File: config.mk
export PLATFORM = sky130hd
export DESIGN_NAME = timer_entry
export DESIGN_NICKNAME = d
export VERILOG_FILES = /design/src/rtl/bombsquad_pkg.sv /design/src/rtl/btn_edge.sv /design/src/rtl/timer_entry.sv
export SDC_FILE = /design/constraint.sdc
export NUM_CORES = 1
export LEC_CHECK = 0
export ABC_AREA = 1
export CAP_MARGIN = 30
export CORE_MARGIN = 5
export CORE_UTILIZATION = 54
export CTS_BUF_LIST = sky130_fd_sc_hd__clkbuf_4 sky130_fd_sc_hd__clkbuf_8
export CTS_CLUSTER_SIZE = 28
export DETAILED_ROUTE_END_ITERATION = 12
export DONT_BUFFER_PORTS = 1
export PLACE_DENSITY_LB_ADDON = 0.3
export SETUP_SLACK_MARGIN = 0.3
export SYNTH_ARGS = -nofsm -noshare
export SYNTH_HDL_FRONTEND = slang
export SYNTH_SLANG_ARGS = --single-unit
File: constraint.sdc
create_clock -name clk -period 3.2 [get_ports clk]
set_input_delay 0.32 -clock clk [delete_from_list [all_inputs] [get_ports clk]]
set_output_delay 0.32 -clock clk [all_outputs]
set_load 0.03 [all_outputs]
File: src/rtl/bombsquad_pkg.sv
// Shared types and helpers for the bomb time-entry front end.
package bombsquad_pkg;

    typedef logic [3:0] bcd_digit_t;

    typedef enum logic [1:0] {
        IDLE   = 2'd0,
        EDIT   = 2'd1,
        COMMIT = 2'd2
    } entry_state_t;

    localparam logic [1:0] DIGIT_HUNDREDS = 2'd2;
    localparam logic [1:0] DIGIT_TENS     = 2'd1;
    localparam logic [1:0] DIGIT_ONES     = 2'd0;

    // One BCD step with wrap-around; out-of-range inputs collapse to a legal digit.
    function automatic bcd_digit_t bcd_step(input bcd_digit_t digit, input logic up);
        bcd_digit_t result;
        if (up) begin
            result = (digit >= 4'd9) ? 4'd0 : digit + 4'd1;
        end else begin
            result = (digit == 4'd0 || digit > 4'd9) ? 4'd9 : digit - 4'd1;
        end
        return result;
    endfunction

endpackage

File: src/rtl/btn_edge.sv
// Rising-edge detector for an already-synchronized button level.
// History resets to 1 so a button held through reset yields no edge.
module btn_edge (
    input  logic clk,
    input  logic reset,
    input  logic btn,
    output logic rise
);

    logic prev_q;

    always_ff @(posedge clk) begin
        if (reset) begin
            prev_q <= 1'b1;
        end else begin
            prev_q <= btn;
        end
    end

    assign rise = btn & ~prev_q;

endmodule

File: src/rtl/timer_entry.sv
// Operator time-entry front end: dial a 3-digit BCD time, commit it as init_time.
// Edits are frozen and aborted while the countdown holds lock high.
module timer_entry
    import bombsquad_pkg::*;
#(
    parameter logic [11:0] DEFAULT_TIME = 12'h300,
    parameter logic [11:0] MIN_TIME     = 12'h010
) (
    input  logic        clk,
    input  logic        reset,
    input  logic        btn_up,
    input  logic        btn_down,
    input  logic        btn_next,
    input  logic        btn_set,
    input  logic        lock,
    output logic [11:0] init_time,
    output logic [11:0] work_time,
    output logic [1:0]  digit_sel,
    output logic        editing,
    output logic        time_valid,
    output logic        entry_err
);

    localparam int BTN_DOWN = 0;
    localparam int BTN_UP   = 1;
    localparam int BTN_NEXT = 2;
    localparam int BTN_SET  = 3;

    logic [3:0]   btn_level;
    logic [3:0]   btn_rise;
    logic [11:0]  work_up;
    logic [11:0]  work_dn;

    entry_state_t state_q;
    logic [11:0]  init_time_q;
    logic [11:0]  work_time_q;
    logic [1:0]   digit_sel_q;
    logic         editing_q;
    logic         time_valid_q;
    logic         entry_err_q;

    assign btn_level = {btn_set, btn_next, btn_up, btn_down};

    generate
        for (genvar gi = 0; gi < 4; gi++) begin : g_btn
            btn_edge u_edge (
                .clk   (clk),
                .reset (reset),
                .btn   (btn_level[gi]),
                .rise  (btn_rise[gi])
            );
        end
    endgenerate

    // Only the selected nibble steps; neighbours never see a carry or borrow.
    generate
        for (genvar gi = 0; gi < 3; gi++) begin : g_digit
            assign work_up[gi*4 +: 4] = (digit_sel_q == 2'(gi))
                ? bcd_step(work_time_q[gi*4 +: 4], 1'b1) : work_time_q[gi*4 +: 4];
            assign work_dn[gi*4 +: 4] = (digit_sel_q == 2'(gi))
                ? bcd_step(work_time_q[gi*4 +: 4], 1'b0) : work_time_q[gi*4 +: 4];
        end
    endgenerate

    always_ff @(posedge clk) begin
        if (reset) begin
            state_q      <= IDLE;
            init_time_q  <= DEFAULT_TIME;
            work_time_q  <= DEFAULT_TIME;
            digit_sel_q  <= DIGIT_HUNDREDS;
            editing_q    <= 1'b0;
            time_valid_q <= 1'b0;
            entry_err_q  <= 1'b0;
        end else begin
            time_valid_q <= 1'b0;
            entry_err_q  <= 1'b0;
            case (state_q)
                IDLE: begin
                    if (!lock && btn_rise[BTN_NEXT]) begin
                        state_q     <= EDIT;
                        editing_q   <= 1'b1;
                        digit_sel_q <= DIGIT_HUNDREDS;
                        work_time_q <= init_time_q;
                    end
                end
                EDIT: begin
                    if (lock) begin
                        state_q     <= IDLE;
                        editing_q   <= 1'b0;
                        digit_sel_q <= DIGIT_HUNDREDS;
                        work_time_q <= init_time_q;
                    end else if (btn_rise[BTN_SET]) begin
                        // BCD ordering matches plain binary ordering of the 12 bits.
                        if (work_time_q >= MIN_TIME) begin
                            state_q      <= COMMIT;
                            editing_q    <= 1'b0;
                            digit_sel_q  <= DIGIT_HUNDREDS;
                            init_time_q  <= work_time_q;
                            time_valid_q <= 1'b1;
                        end else begin
                            entry_err_q <= 1'b1;
                        end
                    end else if (btn_rise[BTN_NEXT]) begin
                        digit_sel_q <= (digit_sel_q == DIGIT_ONES) ? DIGIT_HUNDREDS
                                                                   : digit_sel_q - 2'd1;
                    end else if (btn_rise[BTN_UP]) begin
                        work_time_q <= work_up;
                    end else if (btn_rise[BTN_DOWN]) begin
                        work_time_q <= work_dn;
                    end
                end
                COMMIT: begin
                    state_q <= IDLE;
                end
                default: begin
                    state_q   <= IDLE;
                    editing_q <= 1'b0;
                end
            endcase
        end
    end

    assign init_time  = init_time_q;
    assign work_time  = work_time_q;
    assign digit_sel  = digit_sel_q;
    assign editing    = editing_q;
    assign time_valid = time_valid_q;
    assign entry_err  = entry_err_q;

endmodule

==> results.txt, run 1 <==
The run finished with clean final reports. Once detail routing completed, the nets flagged for antenna violations numbered 0. Post-CTS repair changed the size of 0 cells. The number of placement rows came out at 24. The sum of overflow across all layers after global routing is 0.

The pin slew with the least headroom to its limit is 0.6163 ns. The sequential cell area is 700.7 µm². The total clock buffers created by CTS came out at 5. For this run, design rule violations remaining after detail routing come to 0. Of the available clock period, the critical path in the final layout requires 0.6356.

The number of levels in the clock H-tree came out at 2. The average instance in the mapped netlist occupies 6.764 µm². The via count of the first global-routing pass came out at 1989.

The worst supply voltage drop on vdd came out at 0.0003425 V. The proportion of layout cells with a drive suffix above 1 is 0.1176. Max-cap violations in this run came to 0. The pin count of the biggest net entering global routing came out at 22. The cell at the root of the clock tree is sky130_fd_sc_hd__clkbuf_8.

The post-DP HPWL is 3813 µm. Setup repair after global routing left no endpoint under its margin. The netlist uses 29 different library cells. At the later pin of the worst-skew pair, clock insertion delay measures 0.29 ns. STA classifies the critical path startpoint as a register. The die outline width came out at 75.74 µm. The final number of max-transition violations came out at 0. The top-level port count came out at 36. The clock-pin slew of the registers on the worst-case setup and hold paths is 0.07 ns. The number of antenna violations at the first check in global routing came to 0. The arrival time at the worst endpoint came out at 2.20 ns.

Counting along the longest clock path gives a buffer depth of 2. The total routed wirelength came out at 5173 µm. Counting every instance in the synthesized netlist gives 345. After synthesis the cells add up to 2333 µm². For the worst setup path, the data required time is 3.37 ns.

The worst setup path is of the reg -> reg kind. The number of buffer cells added on primary ports is 0. The power per cell area came out at 620.8 nW/µm².

The cell count after placement is 384. At the end of the flow the core is filled with cells to 0.5596. The number of antenna diodes in the final layout is 0.

The tightest min-delay check is of the in -> reg type. The async set-or-reset flop fraction in the synthesized netlist is 0. In this run the static leakage power is 1.126 nW. The vertical die dimension came out at 75.74 µm.

The highest achievable clock rate is 0.4917 GHz. STA classifies the critical path endpoint as a register. The placeable core region came out at 4264 µm². The number of endpoints with negative hold slack in the final report came out at 0.

The worst hold slack across all endpoints is 0.08689 ns. After synthesis the netlist holds a flip-flop and latch count of 35. The last weighted congestion value of the routability-driven placer is 0.8704.

The synthesis warning total came out at 0. The total of hold buffers inserted after clock tree synthesis came out at 0. Across every metal layer, demand over resource in global routing totals 0.2063. The detailed router's first-iteration violation count came out at 155. The clock tree from TritonCTS is built. The largest fanout on the critical path is 21. The number of optimization iterations in the first detailed-route pass is 4. The final-stage net count is 361. The sequential element share of the synthesized area is 0.3003. The floorplan die area came out at 5736 µm².

The area used by multi-input combinational logic is 1343 µm². The relative slew slack came out at 0.5886. The time the worst path needs with I/O delays and setup is 2.034 ns. The first-pass GRT wire length is 8976 µm. Power comes to 1.481 mW. The final instance count without filler cells came out at 392. The fill cell instance count of the final layout is 431.

The average routed wire per standard cell is 13.20 µm. The most used flip-flop cell after synthesis is sky130_fd_sc_hd__dfxtp_1. The signed area change from the synthesized netlist to the final layout came out at 2.252%.

The setup total negative slack came out at 0 ns. For this configuration, the core starts out at a cell density of 0.5472. The synthesized netlist net count came out at 367.

The routed layout has 2046 vias. Across the routed clock network, the largest skew measured is 0.005659 ns. The routed via count divided by cell count came out at 5.219. The final-report setup violation count came out at 0. The clock drives 35 sinks. The setup fix buffers added after clock tree synthesis came out at 0. The synthesized design contains 0 enable-type register cells.
==> synth_stat cells, types with 4 or more instances <==
| cell type | instances | area share |
|---|---|---|
| sky130_fd_sc_hd__inv_2 | 6 | 0.0097 |
| sky130_fd_sc_hd__o21ai_1 | 9 | 0.019 |
| sky130_fd_sc_hd__buf_6 | 7 | 0.034 |
| sky130_fd_sc_hd__xor2_1 | 6 | 0.023 |
| sky130_fd_sc_hd__o211ai_1 | 6 | 0.019 |
| sky130_fd_sc_hd__buf_2 | 5 | 0.011 |
| sky130_fd_sc_hd__o21ai_0 | 8 | 0.017 |
| sky130_fd_sc_hd__nand2_4 | 4 | 0.019 |
| sky130_fd_sc_hd__a21oi_1 | 29 | 0.062 |
| sky130_fd_sc_hd__inv_1 | 38 | 0.061 |
| sky130_fd_sc_hd__ha_1 | 15 | 0.080 |
| sky130_fd_sc_hd__nand2_1 | 84 | 0.14 |
| sky130_fd_sc_hd__nand2_2 | 7 | 0.019 |
| sky130_fd_sc_hd__nand3_1 | 32 | 0.069 |
| sky130_fd_sc_hd__nor2_1 | 27 | 0.043 |
| sky130_fd_sc_hd__nand4_1 | 7 | 0.019 |
| sky130_fd_sc_hd__nor2_2 | 4 | 0.011 |
| sky130_fd_sc_hd__dfxtp_1 | 35 | 0.30 |
==> critical path, cell delays in order, from the launching register on <==
cell and delay [ns]:
sky130_fd_sc_hd__dfxtp_1 0.65, sky130_fd_sc_hd__inv_1 0.21, sky130_fd_sc_hd__ha_1 0.26, sky130_fd_sc_hd__inv_1 0.07, sky130_fd_sc_hd__nor2_1 0.05, sky130_fd_sc_hd__nand2_1 0.08, sky130_fd_sc_hd__nand2_2 0.07, sky130_fd_sc_hd__nand2_4 0.10
sky130_fd_sc_hd__nand2_4 0.17, sky130_fd_sc_hd__o21ai_0 0.20, sky130_fd_sc_hd__a21oi_1 0.06
==> state kept, by name, indices dropped and copies added (netlist names) <==
signal / count
digit_sel: 2
work_time: 12
g_btn.u_edge.prev_q: 4
state_q: 2
time_valid: 1
entry_err: 1
init_time: 12
editing: 1
==> worst paths after layout <==
kind,start,to,slack (ns),depth (start not counted)
worst min-delay path,reset,work_time[7]$_SDFFE_PP0P_,0.09,1
worst max register to register,work_time[4]$_SDFFE_PP0P_,init_time[1]$_SDFFE_PP0P_,1.17,10
worst max-delay path,work_time[4]$_SDFFE_PP0P_,init_time[1]$_SDFFE_PP0P_,1.17,10
worst min register to register,state_q[0]$_SDFFE_PP0P_,state_q[0]$_SDFFE_PP0P_,0.56,4
==> where the power goes <==
part / internal [mW] / switching [mW] / total [mW]
Clock: 0.169 / 0.152 / 0.321
Sequential: 0.484 / 0.159 / 0.642
Combinational: 0.189 / 0.329 / 0.518
Total: 0.842 / 0.639 / 1.48
==> cells in the final DEF (no fill, tap or decap), types with 3 or more instances in the layout <==
master,n
sky130_fd_sc_hd__nand2_1,84
sky130_fd_sc_hd__inv_1,38
sky130_fd_sc_hd__dfxtp_1,35
sky130_fd_sc_hd__nand3_1,32
sky130_fd_sc_hd__a21oi_1,29
sky130_fd_sc_hd__nor2_1,27
sky130_fd_sc_hd__ha_1,15
sky130_fd_sc_hd__o21ai_1,9
sky130_fd_sc_hd__o21ai_0,8
sky130_fd_sc_hd__nand2_2,7
sky130_fd_sc_hd__nand4_1,7
sky130_fd_sc_hd__inv_2,6
sky130_fd_sc_hd__xor2_1,6
sky130_fd_sc_hd__o211ai_1,6
sky130_fd_sc_hd__clkbuf_8,5
sky130_fd_sc_hd__nor2_2,4
sky130_fd_sc_hd__nand2_4,4
sky130_fd_sc_hd__or2_2,3
==> kinds of logic (layout without fill, tap and decap cells) <==
kind of cell             count (synthesis)  count (layout)  share of synthesized area
buffers and inverters                   61              56                     0.1244
adder cells (fa/ha/maj)                 15              15                    0.08043
flip-flops                              35              35                     0.3003
XOR/XNOR                                 7               7                    0.02627
AO/OA/AOI/OAI                           55              55                     0.1324
AND/OR/NAND/NOR                        172             172                     0.3362
==> per-layer routing <==
| metal | vias to the layer above | part of all wire | track usage | wire length, µm |
|---|---|---|---|---|
| met2 | 54 | 0.46 | 0.3317 | 2372 |
| li1 | 1087 | - | - | - |
| met1 | 899 | 0.46 | 0.2699 | 2370 |
| met4 | 0 | 0.015 | 0.08155 | 78 |
| met5 | - | 0 | 0 | 0 |
| met3 | 6 | 0.068 | 0.04222 | 351 |
==> layout make-up <==
cell class,instances,area share
Clock buffer,7,0.03513
Clock inverter,1,0.002098
Inverter,46,0.07289
Multi-Input combinational cell,249,0.5627
Sequential cell,35,0.2937
Tap cell,52,0.02727
Timing Repair Buffer,2,0.006293
==> stage by stage <==
step | area, µm² | setup slack (ns)
global route | 2386 | 0.9791
floorplan | 2333 | 1.477
finish | 2386 | 1.166
detailed placement | 2297 | 1.191
global placement | 2297 | 1.219
CTS | 2386 | 1.159
(Power assumes the default switching activity.)
==> inputs of run 2 (changes only) <==
clock period = 1.7 ns   (was 3.2 ns; I/O delays follow)
==> results.txt, run 2 (synthesis gave the netlist of run 1 again) <==
The final reports fail on hold timing. The routed via count divided by cell count is 5.423. The detailed router's first-iteration violation count is 174. The time the worst path needs with I/O delays and setup came out at 1.560 ns. The worst setup path is captured at a register. The number of levels in the clock H-tree came out at 2.

The number of placement rows came out at 24. The number of antenna violations at the first check in global routing came out at 0. For this run the aggregate overflow at the end of global routing stands at 0. The worst reg-to-reg setup slack is 0.14 ns.

The relative contribution of sequential cells to total power is 0.345. The worst hold path terminates at work_time[7]$_SDFFE_PP0P_. The number of buffer cells added on primary ports is 0. The total routing usage reported by global routing came out at 0.2191. Measured against its own limit, the worst slew margin works out to 0.7189. The top-level port count came out at 36. The number of endpoints with negative hold slack in the final report came out at 13. In this run the remaining antenna-violating nets after routing total 0. The highest achievable clock rate came out at 0.6409 GHz.

The final number of max-transition violations was 0. The deepest clock path buffer count came out at 2. The largest fanout on the critical path is 21. The routed design has 6177 µm of wire. The starting utilization of the core area came out at 0.5472. The endpoint identified for the worst register-to-register timing path is init_time[0]$_SDFFE_PP0P_. Counting instances, the worst hold path has a depth of 1.

The share of total power dissipated in the clock network is 0.193. The fraction of power consumed by combinational cells came out at 0.462. Setup repair after global routing could not meet its margin everywhere. Dividing the detail-routed wire length by the instance count gives 14.67 µm. The leakage power is 1.289 nW. The fill cell instance count of the final layout is 312.

The clock sink total is 35. The number of cells on the worst reg-to-reg path is 9. Entering global routing, the biggest net connects 22 pins. Across all layers, the routed design uses 2283 vias.

The tightest min-delay check is of the in -> reg type. The critical path data required time is 1.90 ns. The final-stage net count came out at 390. The area growth from synthesis to layout is 26.76%. For the pin with the worst max-slew slack, the measured transition is 0.4211 ns. TritonCTS built the clock tree.

The arrival time at the worst endpoint came out at 1.76 ns. The proportion of layout cells with a drive suffix above 1 came out at 0.3469. The total clock buffers created by CTS came out at 5. Cell internal power was estimated by the tool at 1.867 mW. The max-cap check violation count came out at 0. The clock skew after layout came out at 0.008857 ns.

The sequential cells in the finished layout cover a total of 737.0 µm². The die outline width is 75.74 µm. The floorplan die area came out at 5736 µm². The flow ran to the end, but the final reports show violations. The vertical die dimension came out at 75.74 µm. Summing all multi-input logic gate instances after layout gives 1614 µm². Leaving out fill and tap cells, the most frequent cell in the layout is sky130_fd_sc_hd__nand2_1.

Summed over all failing endpoints, the final setup total negative slack is 0 ns. After clock tree synthesis, the flow added hold-fix buffers numbering 4. The library cells used most frequently in the layout, excluding fill and tap cells, are sky130_fd_sc_hd__nand2_1 (73), sky130_fd_sc_hd__inv_1 (27), sky130_fd_sc_hd__buf_4 (25).

The clock-pin slew of the registers on the worst-case setup and hold paths came out at 0.07 ns. The post-DP HPWL came out at 4040 µm. The via count of the first global-routing pass came out at 2097. VDD sags by at most 0.0007498 V. The switching share of power is 0.4358. In this run the most critical hold path is launched from reset. The power per cell area is 1119 nW/µm². Dividing the final minimum period by the clock period gives 0.9178.

Before antenna repair, the detailed router went through 5 iterations. The core region is 4264 µm². The remaining routing DRC violations is 0. The tightest hold path in the finished design has a slack of -0.07507 ns.

The first-pass GRT wire length came out at 9653 µm. The kind of launch point of the worst setup path is a register. Setup violations remaining at the end of the flow were counted as 0. The root buffer cell chosen for the clock tree is sky130_fd_sc_hd__clkbuf_8. The net switching power came out at 1.442 mW.

The critical path is of the reg -> reg type. Routability-driven placement finished with a final weighted congestion of 0.9348. In this run the critical register-to-register path is launched from work_time[9]$_SDFFE_PP1P_. The number of diodes added for antenna fixing came out at 0. The clock latency on the worst-skew pair came out at 0.29 ns.
[run 2: per-layer routing]
layer	up-vias	share of wire	track usage
met5	-	0	0
met4	0	0.018	0.07184
met3	12	0.073	0.05541
met2	72	0.49	0.3653
met1	1048	0.42	0.2759
li1	1151	-	-
[run 2: what timing repair did]
action,4_1_cts,5_1_grt
pin swaps,11,20
setup buffers,4,6
hold endpoints to repair,17,13
gates cloned,0,0
gates resized for setup,25,51
setup endpoints to repair,30,30
[run 2: how the worst max path moves through the flow]
stage                                    startpoint                   endpoint  cells past startpoint
after global placement    work_time[4]$_SDFFE_PP0P_  init_time[1]$_SDFFE_PP0P_                     10
after global routing      work_time[9]$_SDFFE_PP1P_  init_time[0]$_SDFFE_PP0P_                      9
after CTS                 work_time[4]$_SDFFE_PP0P_    state_q[0]$_SDFFE_PP0P_                     13
after detailed placement  work_time[4]$_SDFFE_PP0P_  init_time[1]$_SDFFE_PP0P_                     10
after floorplan           work_time[1]$_SDFFE_PP0P_  init_time[5]$_SDFFE_PP0P_                     10
final                     work_time[9]$_SDFFE_PP1P_  init_time[0]$_SDFFE_PP0P_                      9
[run 2: area by class of cell]
type                    count  share of cell area
repair buffers             31             0.08460
flip-flops and latches     35              0.2492
clock buffers               7             0.03046
multi-input cells         249              0.5457
well taps                  52             0.02200
inverters                  46             0.06684
clock inverters             1            0.001269
[run 2: power by group through the flow]
stage / registers (mW) / clock network [mW] / logic, mW
floorplan: 1.20 / 0 / 0.879
global placement: 1.12 / 0 / 1.20
detailed placement: 1.12 / 0 / 1.22
CTS: 1.11 / 0.644 / 1.32
global route: 1.16 / 0.689 / 1.69
finish: 1.14 / 0.638 / 1.53
[run 2: stage by stage]
step / total power [mW] / instances / area, µm² / utilization / worst slack [ns]
4_1_cts: 3.081 / 415 / 2719 / 0.6376 / 0.2231
3_5_place_dp: 2.340 / 399 / 2454 / 0.5754 / 0.1314
5_1_grt: 3.536 / 421 / 2958 / 0.6937 / 0.05199
6_report: 3.309 / 421 / 2958 / 0.6937 / 0.1398
2_1_floorplan: 2.076 / 345 / 2377 / - / 0.3000
3_3_place_gp: 2.318 / 399 / 2454 / 0.5754 / 0.1418
[run 2: worst max-delay path, stage by stage, from the launching register on]
cell and delay (ns):
sky130_fd_sc_hd__dfxtp_4 0.46, sky130_fd_sc_hd__inv_6 0.07, sky130_fd_sc_hd__ha_2 0.18, sky130_fd_sc_hd__nand3_4 0.10, sky130_fd_sc_hd__inv_2 0.05, sky130_fd_sc_hd__nand2_2 0.09, sky130_fd_sc_hd__nand2_4 0.10, sky130_fd_sc_hd__nand2_8 0.16
sky130_fd_sc_hd__nand2_1 0.09, sky130_fd_sc_hd__a21oi_1 0.18
==> inputs of run 3 (changes only) <==
CTS_CLUSTER_SIZE = 24   (was 28)
clock period = 1.8 ns   (was 1.7 ns; I/O delays follow)
==> results.txt, run 3 (synthesis gave the netlist of run 1 again) <==
The deepest clock path buffer count is 2. The starting utilization of the core area is 0.5472. Across every metal layer, demand over resource in global routing totals 0.2228. The area used by multi-input combinational logic came out at 1620 µm². The clock sink total is 35. The total routed wirelength came out at 7033 µm. The clock skew after layout came out at 0.008776 ns. The relative slew slack came out at 0.5641. At the later pin of the worst-skew pair, clock insertion delay measures 0.29 ns. The placeable core region is 4264 µm². The startpoint-to-endpoint class of the critical path is reg -> reg. The kind of path behind the tightest hold check is in -> reg.

The sequential cell area is 721.9 µm². The number of antenna violations at the first check in global routing is 0. The number of buffer cells added on primary ports is 0. The path with the worst hold slack has its endpoint at work_time[0]$_SDFFE_PP0P_.

The number of endpoints with negative hold slack in the final report was 0. The final number of max-transition violations came to 0. Buffers inserted during clock tree synthesis total 5. The number of optimization iterations in the first detailed-route pass is 4. The last weighted congestion value of the routability-driven placer is 0.9721.

Setup violations remaining at the end of the flow were counted as 0. The final instance area came out at 3014 µm². The first global-routing pass estimated 9680 µm of wire. At the pin with the least slew margin, the transition time is 0.6517 ns. In this run the critical register-to-register path is launched from work_time[4]$_SDFFE_PP0P_.

Across all hold checks on the routed design, the worst slack comes to 0.03490 ns. The fill cell instance count of the final layout came out at 329. The flow ran to the end, and the final reports show no timing, DRC or antenna violations. The library cells used most frequently in the layout, excluding fill and tap cells, are sky130_fd_sc_hd__nand2_1 (74), sky130_fd_sc_hd__inv_1 (28), sky130_fd_sc_hd__buf_4 (26), sky130_fd_sc_hd__a21oi_1 (25), sky130_fd_sc_hd__nand3_1 (25). The setup total negative slack came out at 0 ns. For this block, the initial DRC count from the detailed router was 225. The endpoint class of the critical path is a register. The die outline width came out at 75.74 µm.

The highest achievable clock rate is 0.6426 GHz. The average routed wire per standard cell is 16.43 µm. The proportion of layout cells with a drive suffix above 1 came out at 0.3431. The routed via count came out at 2450. 36 I/O pins were placed.

The max-cap check violation count came out at 0. The routed via count divided by cell count is 5.724. The arrival time at the worst endpoint is 1.71 ns.

The power per cell area is 1079 nW/µm². The time the worst path needs with I/O delays and setup came out at 1.556 ns. The count of cells in the finished layout, fillers not included, comes to 428.

The tree is rooted in a sky130_fd_sc_hd__clkbuf_8. The worst hold path begins at reset. Leaving out fill and tap cells, the most frequent cell in the layout is sky130_fd_sc_hd__nand2_1. The cell count after placement is 399. Setup repair after global routing could not meet its margin everywhere. After floorplanning, the core was divided into 24 placement rows. The remaining routing DRC violations is 0.

The largest fanout on the critical path is 7. The count of nets left with antenna violations after detail routing came out at 0. The repair_antennas step left the layout with diodes totalling 0. The die is 75.74 µm tall. The worst supply voltage drop on vdd came out at 0.0007621 V.

The wire-length estimate of the detail-placed layout is 4155 µm. For this run the aggregate overflow at the end of global routing stands at 0. The worst register-to-register path has a depth of 12. The clock-pin slew of the registers on the worst-case setup and hold paths is 0.07 ns. The utilization after layout came out at 0.7069.

The worst reg-to-reg setup slack is 0.24 ns. The signed area change from the synthesized netlist to the final layout is 29.17%. Data on the critical path is required at its endpoint by 1.96 ns. The number of levels in the clock H-tree is 2. The final cycle utilization of the critical path came out at 0.8646. After detailed placement, the total cell area comes to 2425 µm².

STA classifies the critical path startpoint as a register. The floorplan die area is 5736 µm². The via count of the first global-routing pass came out at 2143. The number of cells traversed by the worst hold path came out at 3. The pin count of the biggest net entering global routing is 22. In the final design database the tool counted 397 nets. The analysis attributes to cell leakage a power of 1.338 nW.

The clock tree from TritonCTS is built. In this run the critical register-to-register path is captured at editing$_SDFFE_PP0P_.
run 3: power by group:
| group | total (mW) | switching (mW) | internal [mW] |
|---|---|---|---|
| Sequential | 1.02 | 0.147 | 0.874 |
| Clock | 0.626 | 0.302 | 0.324 |
| Combinational | 1.61 | 1.00 | 0.607 |
| Total | 3.25 | 1.45 | 1.81 |
run 3: layout make-up:
type	instances	area share
Clock buffer	7	0.02989
Clock inverter	1	0.001660
Inverter	46	0.06310
Multi-Input combinational cell	250	0.5376
Sequential cell	35	0.2395
Tap cell	52	0.02159
Timing Repair Buffer	37	0.1067
run 3: routing by layer:
metal  vias up  wire length [µm]  GRT usage
met1      1152              2722     0.2644
met3        25               498    0.06332
met2       108              3557     0.3768
met5         -                 0          0
met4         0               255    0.09126
li1       1165                 -          -
run 3: metrics by stage:
| step | power, mW | setup WS [ns] |
|---|---|---|
| global route | 3.453 | 0.1664 |
| CTS | 2.863 | 0.2765 |
| finish | 3.254 | 0.2438 |
| detailed placement | 2.189 | 0.1576 |
| global placement | 2.177 | 0.1973 |
| floorplan | 1.934 | 0.3044 |
run 3: worst max-delay path, cell delays in order, from the launching register on:
cell,delay [ns]
sky130_fd_sc_hd__dfxtp_4,0.46
sky130_fd_sc_hd__inv_4,0.06
sky130_fd_sc_hd__ha_4,0.16
sky130_fd_sc_hd__inv_2,0.06
sky130_fd_sc_hd__nor2_2,0.04
sky130_fd_sc_hd__nand2_2,0.09
sky130_fd_sc_hd__nand2_4,0.08
sky130_fd_sc_hd__nand2_8,0.11
sky130_fd_sc_hd__nand2_4,0.06
sky130_fd_sc_hd__nand2_4,0.10
sky130_fd_sc_hd__nand2_1,0.06
sky130_fd_sc_hd__nand2_1,0.06
sky130_fd_sc_hd__a21oi_1,0.06
run 3: how the worst max path moves through the flow:
| stage | start | to |
|---|---|---|
| 5_1_grt | work_time[4]$_SDFFE_PP0P_ | editing$_SDFFE_PP0P_ |
| 6_report | work_time[4]$_SDFFE_PP0P_ | editing$_SDFFE_PP0P_ |
| 2_1_floorplan | work_time[8]$_SDFFE_PP1P_ | state_q[0]$_SDFFE_PP0P_ |
| 3_3_place_gp | work_time[4]$_SDFFE_PP0P_ | init_time[1]$_SDFFE_PP0P_ |
| 4_1_cts | work_time[0]$_SDFFE_PP0P_ | state_q[0]$_SDFFE_PP0P_ |
| 3_5_place_dp | work_time[4]$_SDFFE_PP0P_ | init_time[1]$_SDFFE_PP0P_ |
run 3: what timing repair did:
action | in CTS | in global routing
endpoints found under the setup margin | 30 | 29
cloned | 0 | 1
endpoints found under the hold margin | 17 | 13
setup buffers | 2 | 13
resized for setup | 15 | 76
hold buffers | 4 | 1
pin swaps | 6 | 29
